**src/rtl/regfile_debug_access.sv**
```systemverilog
// Debug-side initiator for the integer register file: halts the core, performs
// read / write / dump-all accesses on the RF ports, and streams back responses.
module regfile_debug_access #(
  parameter int XLEN  = 32,
  parameter int NREGS = 32,
  parameter int AW    = 5
) (
  input  logic            clk,
  input  logic            rst,
  input  logic            cmd_valid,
  output logic            cmd_ready,
  input  logic [1:0]      cmd_op,
  input  logic [AW-1:0]   cmd_addr,
  input  logic [XLEN-1:0] cmd_wdata,
  output logic            rsp_valid,
  input  logic            rsp_ready,
  output logic [AW-1:0]   rsp_addr,
  output logic [XLEN-1:0] rsp_data,
  output logic            rsp_last,
  output logic            rsp_err,
  output logic            halt_req,
  input  logic            halt_ack,
  output logic [AW-1:0]   rf_raddr,
  input  logic [XLEN-1:0] rf_rdata,
  output logic            rf_we,
  output logic [AW-1:0]   rf_waddr,
  output logic [XLEN-1:0] rf_wdata,
  output logic [2:0]      dbg_state
);

  // Handshakes: a beat transfers on any rising edge where valid && ready are
  // both high; the sender holds its payload stable while valid && !ready.
  typedef enum logic [2:0] {
    S_IDLE      = 3'd0,
    S_HALT_WAIT = 3'd1,
    S_ACCESS    = 3'd2,
    S_RSP       = 3'd3,
    S_RELEASE   = 3'd4
  } state_e;

  localparam logic [1:0]    OP_READ  = 2'b00;
  localparam logic [1:0]    OP_WRITE = 2'b01;
  localparam logic [1:0]    OP_DUMP  = 2'b10;
  localparam logic [1:0]    OP_RSVD  = 2'b11;
  localparam logic [AW-1:0] LAST_IDX = AW'(NREGS - 1);

  state_e          state_q, state_d;
  logic [1:0]      op_q, op_d;
  logic [AW-1:0]   addr_q, addr_d;
  logic [XLEN-1:0] wdata_q, wdata_d;
  logic [AW-1:0]   cnt_q, cnt_d;
  logic            halt_req_q, halt_req_d;
  logic [AW-1:0]   rsp_addr_q, rsp_addr_d;
  logic [XLEN-1:0] rsp_data_q, rsp_data_d;
  logic            rsp_last_q, rsp_last_d;
  logic            rsp_err_q, rsp_err_d;

  always_ff @(posedge clk or negedge rst) begin
    if (!rst) begin
      state_q    <= S_IDLE;
      op_q       <= '0;
      addr_q     <= '0;
      wdata_q    <= '0;
      cnt_q      <= '0;
      halt_req_q <= 1'b0;
      rsp_addr_q <= '0;
      rsp_data_q <= '0;
      rsp_last_q <= 1'b0;
      rsp_err_q  <= 1'b0;
    end else begin
      state_q    <= state_d;
      op_q       <= op_d;
      addr_q     <= addr_d;
      wdata_q    <= wdata_d;
      cnt_q      <= cnt_d;
      halt_req_q <= halt_req_d;
      rsp_addr_q <= rsp_addr_d;
      rsp_data_q <= rsp_data_d;
      rsp_last_q <= rsp_last_d;
      rsp_err_q  <= rsp_err_d;
    end
  end

  always_comb begin
    state_d    = state_q;
    op_d       = op_q;
    addr_d     = addr_q;
    wdata_d    = wdata_q;
    cnt_d      = cnt_q;
    halt_req_d = halt_req_q;
    rsp_addr_d = rsp_addr_q;
    rsp_data_d = rsp_data_q;
    rsp_last_d = rsp_last_q;
    rsp_err_d  = rsp_err_q;
    cmd_ready  = 1'b0;
    rsp_valid  = 1'b0;
    rf_raddr   = '0;
    rf_we      = 1'b0;
    rf_waddr   = '0;
    rf_wdata   = '0;

    case (state_q)
      S_IDLE: begin
        cmd_ready = 1'b1;
        if (cmd_valid) begin
          op_d    = cmd_op;
          addr_d  = cmd_addr;
          wdata_d = cmd_wdata;
          cnt_d   = '0;
          if (cmd_op == OP_RSVD) begin
            // Reserved op answers immediately without disturbing the core.
            rsp_err_d  = 1'b1;
            rsp_data_d = '0;
            rsp_addr_d = cmd_addr;
            rsp_last_d = 1'b1;
            state_d    = S_RSP;
          end else begin
            rsp_err_d  = 1'b0;
            halt_req_d = 1'b1;
            state_d    = S_HALT_WAIT;
          end
        end
      end

      S_HALT_WAIT: begin
        if (halt_ack) state_d = S_ACCESS;
      end

      S_ACCESS: begin
        rsp_err_d = 1'b0;
        state_d   = S_RSP;
        case (op_q)
          OP_READ: begin
            rf_raddr   = addr_q;
            rsp_data_d = rf_rdata;
            rsp_addr_d = addr_q;
            rsp_last_d = 1'b1;
          end
          OP_WRITE: begin
            rf_waddr   = addr_q;
            rf_wdata   = wdata_q;
            // x0 is hardwired to zero, so the write is suppressed and echoed as 0.
            rf_we      = (addr_q != '0) && halt_ack;
            rsp_data_d = (addr_q == '0) ? '0 : wdata_q;
            rsp_addr_d = addr_q;
            rsp_last_d = 1'b1;
          end
          default: begin
            rf_raddr   = cnt_q;
            rsp_data_d = rf_rdata;
            rsp_addr_d = cnt_q;
            rsp_last_d = (cnt_q == LAST_IDX);
          end
        endcase
      end

      S_RSP: begin
        rsp_valid = 1'b1;
        if (rsp_ready) begin
          if (op_q == OP_DUMP && cnt_q != LAST_IDX) begin
            cnt_d   = cnt_q + 1'b1;
            state_d = S_ACCESS;
          end else if (op_q == OP_RSVD) begin
            state_d = S_IDLE;
          end else begin
            state_d = S_RELEASE;
          end
        end
      end

      S_RELEASE: begin
        halt_req_d = 1'b0;
        state_d    = S_IDLE;
      end

      default: state_d = S_IDLE;
    endcase
  end

  assign halt_req  = halt_req_q;
  assign rsp_addr  = rsp_addr_q;
  assign rsp_data  = rsp_data_q;
  assign rsp_last  = rsp_last_q;
  assign rsp_err   = rsp_err_q;
  assign dbg_state = state_q;

endmodule

```
**config.mk**
```make
export PLATFORM = sky130hd
export DESIGN_NAME = regfile_debug_access
export DESIGN_NICKNAME = d
export VERILOG_FILES = /design/src/rtl/regfile_debug_access.sv
export SDC_FILE = /design/constraint.sdc
export NUM_CORES = 1
export LEC_CHECK = 0
export CAP_MARGIN = 20
export CORE_MARGIN = 2
export CORE_UTILIZATION = 40
export DETAILED_ROUTE_END_ITERATION = 8
export PLACE_DENSITY = 0.72
export SLEW_MARGIN = 20
export SYNTH_ARGS = -nofsm -noshare
export SYNTH_HDL_FRONTEND = slang
export SYNTH_SLANG_ARGS = --single-unit
```
**constraint.sdc**
```tcl
create_clock -name clk -period 3.5 [get_ports clk]
set_clock_uncertainty 0.15 [all_clocks]
set_input_delay 0.525 -clock clk [delete_from_list [all_inputs] [get_ports clk]]
set_output_delay 0.525 -clock clk [all_outputs]
set_load 0.1 [all_outputs]
```
==> impl_metrics.py <==
metrics = {
    "clock_network": {
        "clkSlewWorstSetupHoldPaths_ns": 0.09,
        "htree_levels": 3,
        "cts.sink_count": 87,
        "insertion_delay_ns": 0.35,
        "cts_tree": "done",
        "cts_buffer_depth": 2,
        "cts_hold_buf": 0,
        "cts_buffers": 9,
        "cts_root_buffer": "clkbuf_8",
        "post_cts_buffers": 0,
        "cts_resized": 0,
    },
    "logic_synthesis": {
        "avgSynthCellArea_sq_um": 12.0,
        "synth_most_common_cell": "dfrtp_1",
        "synth_edf_count": 0,
        "async_flop_share_pct": 100,
        "synth.area.top_cells": "dfrtp_1 53%, mux2_1 10%, a221o_1 7.8%, and2_1 5.9%, and3_1 5.3%",
        "yosysWarnings": 0,
        "yosysTopAreaCellShare_pct": 52.8,
        "synth_top_area_cell": "dfrtp_1",
        "synth_nets": 422,
        "netlist_area_sq_um": 4130,
        "synthFlopType": "dfrtp_1",
        "synth_seq_cells": 87,
        "post_synth_inst_count": 344,
        "yosysSeqAreaShare_pct": 52.8,
        "synth_common_cells": "87 x dfrtp_1, 39 x and2_1, 38 x mux2_1",
        "yosysUniqueCellTypes": 39,
    },
    "placement": {
        "dpl.hpwl_microns": 8320,
        "gp_congestion": 0.812,
        "io_buffers": 163,
    },
    "worst_setup_path": {
        "cp-start-kind": "flop",
        "cp_top_family": "simple AND/OR/NAND/NOR gates",
        "crit_cells": 5,
        "critPathSlowestCell": "dfrtp_1",
        "crit_fanout": 16,
        "crit_path_end_kind": "primary output",
        "worstPathArrival_ns": 2.51,
        "cpPeakStageDelay_ns": 0.59,
        "crit_required_ns": 2.82,
        "path_cells": "or3b_4 > nor2_2 > buf_4 > and2_1 > buf_12",
        "critical_path_class": "flop to primary output",
        "worst-path-buf-inv": 2,
        "worstRegToRegCells": 6,
    },
    "drt": {
        "route.met2.wl_microns": 5710,
        "vias_per_cell": 5.46,
        "totalWireLength_microns": 12100,
        "drt-met1-wl_microns": 5170,
        "drtIter0Drc": 126,
        "wl_per_cell_microns": 18.9,
        "vias": 3487,
        "ant_nets": 0,
        "first_pass_iters": 6,
        "drc": 0,
        "top_layer": "met4",
        "wl_met3_microns": 851,
    },
    "global_route": {
        "grt_overflow": 0,
        "grt_pass1_vias": 3618,
        "grt_max_degree": 88,
        "antenna_found_initial": 0,
        "grt_pass1_wl_microns": 19600,
        "grtUsageTotal_pct": 22.5,
    },
    "die": {
        "io_pins": 164,
        "die_h_microns": 106,
        "die_area_sq_um": 11100,
        "fp.coreArea_sq_um": 10200,
        "num_rows": 37,
        "die_x_microns": 106,
        "initial_core_util_pct": 40.5,
    },
    "status": {
        "outcome": "completed",
    },
    "sta": {
        "setup_viol_count_final": 0,
        "fin_crit_ns": 3.19,
        "finalSetupTns_ns": 0,
        "slew_headroom_pct": 32.6,
        "fmax_mhz": 314,
        "worst_pin_slew_ns": 1.01,
        "hold_viol": 0,
        "rsz0062_at_grt": "false",
        "whs_ns": 0.0945,
        "min_period_over_period_pct": 91.1,
        "drv_slew": 0,
    },
    "hold_path": {
        "hp-class": "input pin to asynchronous set/reset pin",
    },
    "finish": {
        "area_growth_pct": 54.8,
        "n_fill_cell": 810,
        "antenna_cells": 0,
        "final_layout_size_suffix_gt1_share_pct": 16.7,
        "layout.nets": 579,
    },
    "run": {
        "maxCapViolCount": 0,
    },
}
[through the flow]
stage | utilization, % | setup WS [ns] | instance area [sq um] | instances
global route | 62.7 | 0.142 | 6390 | 639
global placement | 60.9 | 0.777 | 6200 | 626
finish | 62.7 | 0.311 | 6390 | 639
floorplan | - | -0.240 | 4130 | 344
detailed placement | 60.9 | 0.706 | 6200 | 626
CTS | 62.7 | 0.305 | 6380 | 639
[state kept, by name, indices dropped and copies added (netlist names)]
signal / cells
rsp_addr: 5
dbg_state: 3
addr_q: 5
wdata_q: 32
op_q: 2
rsp_err: 1
rsp_data: 32
rsp_last: 1
cnt_q: 5
halt_req: 1
[logic make-up (layout without fill, tap and decap cells)]
logic type / count (synthesis) / in the layout / synth area share [%]
mux: 42 / 42 / 11.4
fa+ha+maj: 2 / 2 / 0.606
compound gates: 68 / 68 / 14.0
flops: 87 / 87 / 52.8
buf+inv: 32 / 191 / 4.37
simple gates: 113 / 113 / 16.8
[final timing paths]
check / startpoint / end / slack, ns
max: dbg_state[1] / rf_wdata[12] / 0.31
min: rst / rsp_addr[2] / 0.09
max reg2reg: cnt_q[0] / cnt_q[0] / 1.04
min reg2reg: rsp_data[17] / rsp_data[17] / 0.36
max in group asynchronous: rst / wdata_q[7] / 2.58
min in group clk: rsp_data[17] / rsp_data[17] / 0.36
[metal layers]
metal / vias to the layer above / GRT usage (%)
met3: 32 / 5.75
li1: 1578 / -
met2: 150 / 36.2
met5: - / 0
met1: 1727 / 29.4
met4: 0 / 7.89
[layout by cell type, fill, tap and decap left out, types with 5 or more instances in the layout]
cell type	n
o21ai_0	6
clkbuf_8	11
o31ai_1	6
dfrtp_1	87
nor2b_1	5
a21oi_1	5
and2_1	38
and3_1	35
a221o_1	32
a211oi_1	6
a22oi_1	5
nor2_1	15
mux2_1	38
clkdlybuf4s50_1	112
buf_4	23
buf_12	38
[area by class of cell]
| cell class | instances | area (sq um) | area share [%] |
|---|---|---|---|
| Clock buffer | 12 | 155 | 2.43 |
| Clock inverter | 1 | 30.0 | 0.470 |
| Inverter | 4 | 15.0 | 0.235 |
| Multi-Input combinational cell | 225 | 1780 | 27.8 |
| Sequential cell | 87 | 2180 | 34.1 |
| Tap cell | 136 | 170 | 2.66 |
| Timing Repair Buffer | 174 | 2070 | 32.3 |
Power is left out: the tool's default activity adds up to more than one toggle a clock period on the data nets, which glitch-free logic cannot reach.
